File: src/rtl/meduram_2w2r.sv
// Two-write / two-read register-file RAM with write- and read-collision reporting.
// Optional MEDURAM_RDCLR_EN: read outputs clear to 0 on cycles where that port's rden is low.
module meduram_2w2r #(
    parameter int ADDR_WIDTH      = 3,
    parameter int RAM_DEPTH       = 2**ADDR_WIDTH,
    parameter int DATA_WIDTH      = 8,
    parameter int WRITE_COLLISION = 1,
    parameter int READ_COLLISION  = 1
) (
    input  logic                  aclk,
    input  logic                  areset,
    input  logic                  wren1,
    input  logic [ADDR_WIDTH-1:0] wraddr1,
    input  logic [DATA_WIDTH-1:0] wrdata1,
    input  logic                  wren2,
    input  logic [ADDR_WIDTH-1:0] wraddr2,
    input  logic [DATA_WIDTH-1:0] wrdata2,
    input  logic                  rden1,
    input  logic [ADDR_WIDTH-1:0] rdaddr1,
    output logic [DATA_WIDTH-1:0] rddata1,
    output logic [1:0]            rdcollision1,
    input  logic                  rden2,
    input  logic [ADDR_WIDTH-1:0] rdaddr2,
    output logic [DATA_WIDTH-1:0] rddata2,
    output logic [1:0]            rdcollision2
);

    localparam logic WC_EN = (WRITE_COLLISION != 0);
    localparam logic RC_EN = (READ_COLLISION != 0);

    logic [RAM_DEPTH-1:0][DATA_WIDTH-1:0] mem_q, mem_d;
    logic [RAM_DEPTH-1:0]                 wcoll_q, wcoll_d;
    logic [DATA_WIDTH-1:0]                rddata1_q, rddata1_d, rddata2_q, rddata2_d;
    logic [1:0]                           rdcoll1_q, rdcoll1_d, rdcoll2_q, rdcoll2_d;
    logic                                 wc1, wc2;

    // Port 1 is applied last so it wins a same-address write.
    always_comb begin
        mem_d   = mem_q;
        wcoll_d = wcoll_q;
        if (wren2) begin
            mem_d[wraddr2]   = wrdata2;
            wcoll_d[wraddr2] = 1'b0;
        end
        if (wren1) begin
            mem_d[wraddr1]   = wrdata1;
            wcoll_d[wraddr1] = 1'b0;
        end
        if (wren1 && wren2 && (wraddr1 == wraddr2)) begin
            wcoll_d[wraddr1] = WC_EN;
        end
    end

    assign wc1 = WC_EN & wcoll_q[rdaddr1];
    assign wc2 = WC_EN & wcoll_q[rdaddr2];

    // Reads see pre-write state; a dual read on the shared path serves rdaddr1 to both ports.
    always_comb begin
`ifdef MEDURAM_RDCLR_EN
        rddata1_d = '0;
        rdcoll1_d = '0;
        rddata2_d = '0;
        rdcoll2_d = '0;
`else
        rddata1_d = rddata1_q;
        rdcoll1_d = rdcoll1_q;
        rddata2_d = rddata2_q;
        rdcoll2_d = rdcoll2_q;
`endif
        if (RC_EN && rden1 && rden2) begin
            rddata1_d = mem_q[rdaddr1];
            rdcoll1_d = {1'b1, wc1};
            rddata2_d = mem_q[rdaddr1];
            rdcoll2_d = {1'b1, wc1};
        end else begin
            if (rden1) begin
                rddata1_d = mem_q[rdaddr1];
                rdcoll1_d = {1'b0, wc1};
            end
            if (rden2) begin
                rddata2_d = mem_q[rdaddr2];
                rdcoll2_d = {1'b0, wc2};
            end
        end
    end

    always_ff @(posedge aclk) begin
        if (areset) begin
            mem_q     <= '0;
            wcoll_q   <= '0;
            rddata1_q <= '0;
            rdcoll1_q <= '0;
            rddata2_q <= '0;
            rdcoll2_q <= '0;
        end else begin
            mem_q     <= mem_d;
            wcoll_q   <= wcoll_d;
            rddata1_q <= rddata1_d;
            rdcoll1_q <= rdcoll1_d;
            rddata2_q <= rddata2_d;
            rdcoll2_q <= rdcoll2_d;
        end
    end

    assign rddata1      = rddata1_q;
    assign rdcollision1 = rdcoll1_q;
    assign rddata2      = rddata2_q;
    assign rdcollision2 = rdcoll2_q;

endmodule

File: config.mk
export PLATFORM = sky130hd
export DESIGN_NAME = meduram_2w2r
export DESIGN_NICKNAME = d
export VERILOG_FILES = /design/src/rtl/meduram_2w2r.sv
export SDC_FILE = /design/constraint.sdc
export NUM_CORES = 1
export LEC_CHECK = 0
export CORE_MARGIN = 1.5
export CORE_UTILIZATION = 45
export DETAILED_ROUTE_END_ITERATION = 6
export HOLD_SLACK_MARGIN = 0.1
export PLACE_DENSITY_LB_ADDON = 0.12
export SLEW_MARGIN = 0
export SYNTH_ARGS = -nofsm -noshare
export SYNTH_HDL_FRONTEND = slang
export SYNTH_SLANG_ARGS = --single-unit
export TNS_END_PERCENT = 10
File: constraint.sdc
create_clock -name aclk -period 5.5 [get_ports aclk]
set_clock_uncertainty 0.2 [all_clocks]
set_input_delay 1.65 -clock aclk [delete_from_list [all_inputs] [get_ports aclk]]
set_output_delay 1.65 -clock aclk [all_outputs]
set_load 0.01 [all_outputs]
==> reports/qor.txt, run 1 <==
RSZ-0062 raised after global routing: no
worst setup margin: 1710 ps
clock sink count: 92
Initial Utilization: 46.4%
Hold/Removal Path Class: reg2reg
Worst setup SP type: input pin
CP Max Fanout: 9
Fin. Hold Viols: 0
Setup CP Type: in2reg
Inserted Clock Buffers: 9
Post-CTS Setup Bufs: 0
status: complete, but fails checks
Die Ht: 112 um
vias in the first global route: 4471
CTS H-tree depth: 3
antenna violations before repair: 0
Crit. End Element: flop
failing checks: design-rule violations
Final GP Congestion: 0.830
Critical Path RT: 5550 ps
post_cts resized: 0
Lkg Pwr: 2.34 nW
Layout fillers: 1113
max frequency: 264 MHz
Synth top area share: 34.5%
DRC Markers: 9
Worst R2R Setup Slack: 4080 ps
CTS tree: yes
post-synthesis sequential area ratio: 34.5%
Longest Clk Path Bufs: 2
Synth Register Bits: 92
core area: 11500 um2
Routed WL: 16.9 mm
DRT Pass-1 Iters: 7
hold_ws: 269 ps
minimum clock period: 3790 ps
FP Rows: 39
Root Driver: clkbuf_16
relative slew slack: 20.5%
Final period util: 69.0%
antenna-violating nets left: 0
Mean Syn Cell Area: 9.07 um2
die width: 112 um
VDD IR max: 124 uV
global-route wire length before repair: 25.9 mm
routed vias/inst: 6.24
die area: 12500 um2
Iteration-0 DRC Markers: 470
most frequent cell after synthesis: mux2i_1
number of synthesized flops with an enable pin: 0
Main synth FF type: dfxtp_1
Area Overhead vs Synth: 12.8%
synth warn: 0
grt total ovfl: 0
# setup viols final: 0
DR vias: 4602
syn nets: 623
CP Data Arrival Time: 3850 ps
PortBufs: 53
post-DP HPWL: 10.8 mm
fin nets: 624
worst skew pair latency: 350 ps
Max-Cap Viols: 0
synth top area cells: dfxtp_1, mux2i_1, a211oi_1, nor2_1, a22oi_1
FFs w/ async S/R, synth: 0%
Setup Slack @ Placement: 1390 ps
post-synth cell types: 32
register area: 1840 um2
area of the multi-input gates: 3140 um2
Clock Pin Slew Worst Setup and Hold Paths: 70 ps
ANT cells: 0
Syn Std Cell Area: 5340 um2
WL/cell: 22.8 um
cts hold-fix bufs: 0
Pwr per Cell Area: 271 nW/um2
# IOs: 54
setup TNS: 0 ps
most frequent cells after synthesis: mux2i_1, dfxtp_1, nor2_1
All-Layer GR Usage: 27.3%
Slew Limit Fails: 0
Slew @ Worst Pin: 1190 ps
area leader, netlist: dfxtp_1
largest net degree at the start of global routing: 61
share of layout cells above drive strength 1: 6.72%
Post-Syn Instances: 589
==> layer usage <==
metal  global-route usage (%)  up-vias  wire [um]
met3                     4.30       27       1060
met5                        0        -          0
met4                     12.0        0        529
met2                     41.6      185       7360
met1                     38.4     2232       7900
li1                         -     2158          -
==> metrics by stage <==
stage	cells	instance area, um2	power [mW]	util [%]
after global routing	738	6020	1.69	52.3
after floorplan	589	5340	0.903	-
after detailed placement	722	5710	0.990	49.6
final	738	6020	1.63	52.3
after global placement	722	5710	0.984	49.6
after CTS	738	6020	1.64	52.3
==> cell type report <==
class,count,area share (%)
clock buffers,11,4.20
flip-flops and latches,92,30.6
multi-input cells,429,52.1
clock inverters,5,0.976
repair buffers,58,9.18
well taps,143,2.97
==> critical path, cell delays in order <==
cell             delay [ps]
clkdlybuf4s50_1         540
nand2b_4                220
nor3b_2                 950
mux2i_1                 190
a211oi_1                290
==> power by group <==
part           total (mW)  internal (mW)  switching (mW)
Combinational       0.256          0.111           0.146
Clock               0.652          0.378           0.274
Sequential          0.723          0.700          0.0232
Total                1.63           1.19           0.443
==> path summary, 6_finish.rpt <==
kind | from | end | cells after the start
worst min register to register | rddata1[1] | rddata1[1] | 2
worst min-delay path | rddata1[1] | rddata1[1] | 2
worst max register to register | mem_q[53] | rddata2[5] | 4
worst max-delay path | wraddr2[0] | mem_q[21] | 5
==> cell families after synthesis <==
group | Yosys count | synth area share, %
AOI/OAI and AO/OA | 128 | 17.0
buffers and inverters | 68 | 6.93
xor gates and xnor gates | 2 | 0.328
and+or+nand+nor | 163 | 15.7
muxes | 136 | 25.5
DFF | 92 | 34.5
==> registers in the layout, summed over array words and instances, names as in the netlist <==
signal / flops
rdcollision1: 2
wcoll_q: 8
rddata1: 8
rdcollision2: 2
mem_q: 64
rddata2: 8
==> cell usage in the layout, fill, tap and decap left out, drive strengths merged <==
| cell type | count |
|---|---|
| xor2 | 2 |
| nor4 | 1 |
| nor4b | 1 |
| clkbuf | 11 |
| and2 | 2 |
| o221ai | 9 |
| a21oi | 26 |
| clkinv | 1 |
| clkinvlp | 2 |
| a32oi | 2 |
| nand4 | 2 |
| bufinv | 1 |
| nand2 | 20 |
| nor2 | 70 |
| clkdlybuf4s50 | 50 |
| nand4b | 3 |
| a211oi | 64 |
| buf | 8 |
| mux2i | 136 |
| nand2b | 22 |
| and2b | 1 |
| nor3b | 2 |
| nor3 | 2 |
| nor2b | 6 |
| dfxtp | 92 |
| or3b | 1 |
| nand3b | 4 |
| a22oi | 27 |
| inv | 1 |
| nand3 | 26 |
Note: power is estimated with default switching activity, not from simulation.
==> run 2: changes to the inputs <==
==> constraint.sdc (replaced) <==
create_clock -name aclk -period 3.7 [get_ports aclk]
set_clock_uncertainty 0.2 [all_clocks]
set_input_delay 1.11 -clock aclk [delete_from_list [all_inputs] [get_ports aclk]]
set_output_delay 1.11 -clock aclk [all_outputs]
set_load 0.01 [all_outputs]
==> reports/qor.txt, run 2 (synthesis gave the netlist of run 1 again) <==
status: complete, but fails checks
failing checks: design-rule violations
Max-Cap Viols: 0
commonest cells after routing, fill and taps aside: mux2i_1, dfxtp_1, nor2_1
Inserted Clock Buffers: 9
largest net degree at the start of global routing: 77
ANT cells: 0
Net Switching: 0.664 mW
worst skew pair latency: 340 ps
die width: 112 um
Clock Pin Slew Worst Setup and Hold Paths: 70 ps
All-Layer GR Usage: 28.9%
hold_ws: 278 ps
CTS H-tree depth: 3
sequential share of power: 41.4%
Switching Fraction: 25.5%
CP Data Arrival Time: 2970 ps
die area: 12500 um2
post_cts resized: 0
Slew @ Worst Pin: 877 ps
RSZ-0062 raised after global routing: no
fin nets: 639
critical path's top delay family: simple AND/OR/NAND/NOR gates
grt total ovfl: 0
Pwr per Cell Area: 420 nW/um2
number of flip-flops in the largest register: 64
CTS tree: yes
Worst path max stage delay: 650 ps
cts hold-fix bufs: 0
Post-CTS Setup Bufs: 0
Largest Register: mem_q
Setup CP Type: in2reg
critical path buffer and inverter count: 1
vias in the first global route: 4662
routed vias/inst: 6.12
Critical Path RT: 3680 ps
Slew Limit Fails: 0
Routed WL: 17.5 mm
FP Rows: 39
post-DP HPWL: 11.3 mm
Worst path slowest cell: clkdlybuf4s50_1
clock sink count: 92
setup TNS: 0 ps
Lkg Pwr: 2.45 nW
Final period util: 80.8%
Hold/Removal Path Class: reg2reg
CP Cell Sequence: clkdlybuf4s50_1, nor2b_1, nand3_2, nor2_1, a211oi_1
WL/cell: 23.3 um
CP Max Fanout: 17
Gate power share: 15.1%
global-route wire length before repair: 27.4 mm
Crit. End Element: flop
Layout fillers: 1065
antenna violations before repair: 0
DR vias: 4605
Clock Power Share: 43.5%
# IOs: 54
Die Ht: 112 um
core area: 11500 um2
share of layout cells above drive strength 1: 9.02%
DRT Pass-1 Iters: 7
Internal: 1.94 mW
minimum clock period: 2990 ps
Root Driver: clkbuf_16
Worst setup SP type: input pin
antenna-violating nets left: 0
# setup viols final: 0
DRC Markers: 9
Initial Utilization: 46.4%
Area Overhead vs Synth: 16.1%
Fin. Hold Viols: 0
max frequency: 334 MHz
relative slew slack: 41.5%
Longest Clk Path Bufs: 2
most common cell after layout, fill and taps aside: mux2i_1
VDD IR max: 253 uV
PortBufs: 53
Iteration-0 DRC Markers: 400
Final GP Congestion: 0.824
## run 2: layout make-up
type	count	area (um2)	share of cell area, %
multi-input cells	429	3140	50.6
well taps	143	179	2.88
clock inverters	7	139	2.24
repair buffers	73	678	10.9
clock buffers	9	225	3.63
flip-flops and latches	92	1840	29.7
## run 2: worst reg2reg max path, cell delays in order (launching register included)
cell and delay, ps:
dfxtp_1 370, mux2i_1 110, a22oi_1 300, nand3_1 160, o221ai_1 190
## run 2: final timing paths
path | startpoint | endpoint | slack (ps) | cells after the start
worst min-delay path | rddata1[3] | rddata1[3] | 280 | 2
worst max-delay path | wren1 | mem_q[45] | 710 | 5
worst min register to register | rddata1[3] | rddata1[3] | 280 | 2
worst max register to register | mem_q[63] | rddata2[7] | 2280 | 4
## run 2: metrics by stage
| stage | util [%] | area (um2) | setup slack [ps] | std cells | total power [mW] |
|---|---|---|---|---|---|
| 6_report | 53.9 | 6200 | 710 | 753 | 2.60 |
| 5_1_grt | 53.9 | 6200 | 623 | 753 | 2.68 |
| 4_1_cts | 53.9 | 6200 | 745 | 753 | 2.60 |
| 3_5_place_dp | 50.7 | 5840 | 447 | 737 | 1.48 |
| 3_3_place_gp | 50.7 | 5840 | 484 | 737 | 1.47 |
| 2_1_floorplan | - | 5340 | 1300 | 589 | 1.34 |
## run 2: layer usage
metal / vias up / track usage, % / routed length [um]
li1: 2182 / - / -
met1: 2189 / 38.9 / 7850
met2: 203 / 46.0 / 8040
met3: 31 / 5.44 / 1200
met4: 0 / 11.7 / 453
met5: - / 0 / 0
## run 2: power by group through the flow
stage	Combinational, mW	Sequential [mW]	Clock (mW)
3_5_place_dp	0.383	1.10	0
4_1_cts	0.386	1.08	1.14
3_3_place_gp	0.378	1.10	0
6_report	0.392	1.08	1.13
2_1_floorplan	0.247	1.10	0
5_1_grt	0.420	1.08	1.18
==> run 3: changes to the inputs <==
==> constraint.sdc (replaced) <==
create_clock -name aclk -period 2.85 [get_ports aclk]
set_clock_uncertainty 0.2 [all_clocks]
set_input_delay 0.855 -clock aclk [delete_from_list [all_inputs] [get_ports aclk]]
set_output_delay 0.855 -clock aclk [all_outputs]
set_load 0.01 [all_outputs]
==> reports/qor.txt, run 3 (synthesis gave the netlist of run 1 again) <==
status: complete, but fails checks
failing checks: design-rule violations
commonest cells after routing, fill and taps aside: mux2i_1, dfxtp_1, nor2_1
CP Max Fanout: 9
share of layout cells above drive strength 1: 11.2%
Fin. Hold Viols: 0
Max-Cap Viols: 0
Slew Limit Fails: 0
antenna violations before repair: 0
fin nets: 654
grt peak-use layer: met2
Placed Cells: 752
Longest Clk Path Bufs: 2
hold_ws: 270 ps
vias in the first global route: 4550
ANT cells: 0
minimum clock period: 2460 ps
register area: 1840 um2
FP Rows: 39
VDD IR max: 250 uV
max frequency: 406 MHz
die width: 112 um
Post-CTS Setup Bufs: 0
Area Overhead vs Synth: 20.3%
post-DP HPWL: 11.5 mm
relative slew slack: 52.0%
CP Cell Sequence: clkdlybuf4s50_1, xor2_1, nor4b_2, nand2_1, a21oi_1
Iteration-0 DRC Markers: 397
post_cts resized: 0
Worst path slowest cell: clkdlybuf4s50_1
Lkg Pwr: 2.55 nW
final core utilization: 55.8%
global-route wire length before repair: 26.6 mm
core area: 11500 um2
met1 GRT Util: 39.4%
cts hold-fix bufs: 0
worst skew pair latency: 350 ps
post-layout instance area: 6430 um2
Critical Path Source: wraddr2[2]
most common cell after layout, fill and taps aside: mux2i_1
RSZ-0062 raised after global routing: no
Hold/Removal Path Class: reg2reg
Worst path max stage delay: 600 ps
Final period util: 86.3%
# IOs: 54
Final GP Congestion: 0.858
worst setup margin: 390 ps
met3 GRT Util: 5.23%
Root Driver: clkbuf_16
Layout fillers: 1027
CTS tree: yes
routed vias/inst: 6.09
Clock Pin Slew Worst Setup and Hold Paths: 60 ps
Die Ht: 112 um
DR vias: 4680
critical path buffer and inverter count: 1
area of the multi-input gates: 3140 um2
critical path's top delay family: simple AND/OR/NAND/NOR gates
Critical Path RT: 2920 ps
setup TNS: 0 ps
Setup CP Type: in2reg
DRC Markers: 9
number of flip-flops in the largest register: 64
DP Area: 6080 um2
CP Data Arrival Time: 2530 ps
CTS H-tree depth: 3
All-Layer GR Usage: 27.9%
Routed WL: 17.2 mm
GR Util met2: 43.0%
Hold Startpoint: rdcollision2[1]
PortBufs: 53
Slew @ Worst Pin: 721 ps
non-filler cells, final: 768
grt total ovfl: 0
reg2reg start: mem_q[61]
die area: 12500 um2
Crit. End Element: flop
Initial Utilization: 46.4%
Setup Slack @ Placement: 25.7 ps
DRT Pass-1 Iters: 7
Pwr per Cell Area: 518 nW/um2
Largest Register: mem_q
antenna-violating nets left: 0
WL/cell: 22.4 um
Pwr Total: 3.33 mW
Inserted Clock Buffers: 9
clock sink count: 92
Worst setup SP type: input pin
largest net degree at the start of global routing: 64
# setup viols final: 0
run 3: where the power goes:
| group | switching (mW) | leakage, nW | internal, mW | total (mW) |
|---|---|---|---|---|
| clock network | 0.522 | 0.169 | 0.881 | 1.40 |
| logic | 0.288 | 1.63 | 0.243 | 0.531 |
| registers | 0.0462 | 0.750 | 1.35 | 1.40 |
| total | 0.857 | 2.55 | 2.47 | 3.33 |
run 3: final timing paths:
kind | cells past startpoint | slack, ps | endpoint
setup / recovery | 5 | 390 | wcoll_q[0]
hold / removal | 2 | 270 | rdcollision2[1]
setup reg to reg | 4 | 1460 | rddata2[5]
hold reg to reg | 2 | 270 | rdcollision2[1]
run 3: routing by layer:
metal	up-vias	routed length, um	share of wire (%)
li1	2208	-	-
met1	2265	8030	47
met2	180	7520	44
met3	27	1260	7.4
met4	0	361	2.1
met5	-	0	0
run 3: final cells by class:
class | instances | share of cell area, %
repair buffers | 88 | 14.3
multi-input cells | 429 | 48.9
flip-flops and latches | 92 | 28.7
clock buffers | 10 | 3.72
well taps | 143 | 2.78
clock inverters | 6 | 1.73
run 3: worst min-delay path: cells and delay by family, from the launching register on:
family,cells,cell delay (ps)
and+or+nand+nor,1,60
AOI/OAI and AO/OA,1,60
DFF,1,310
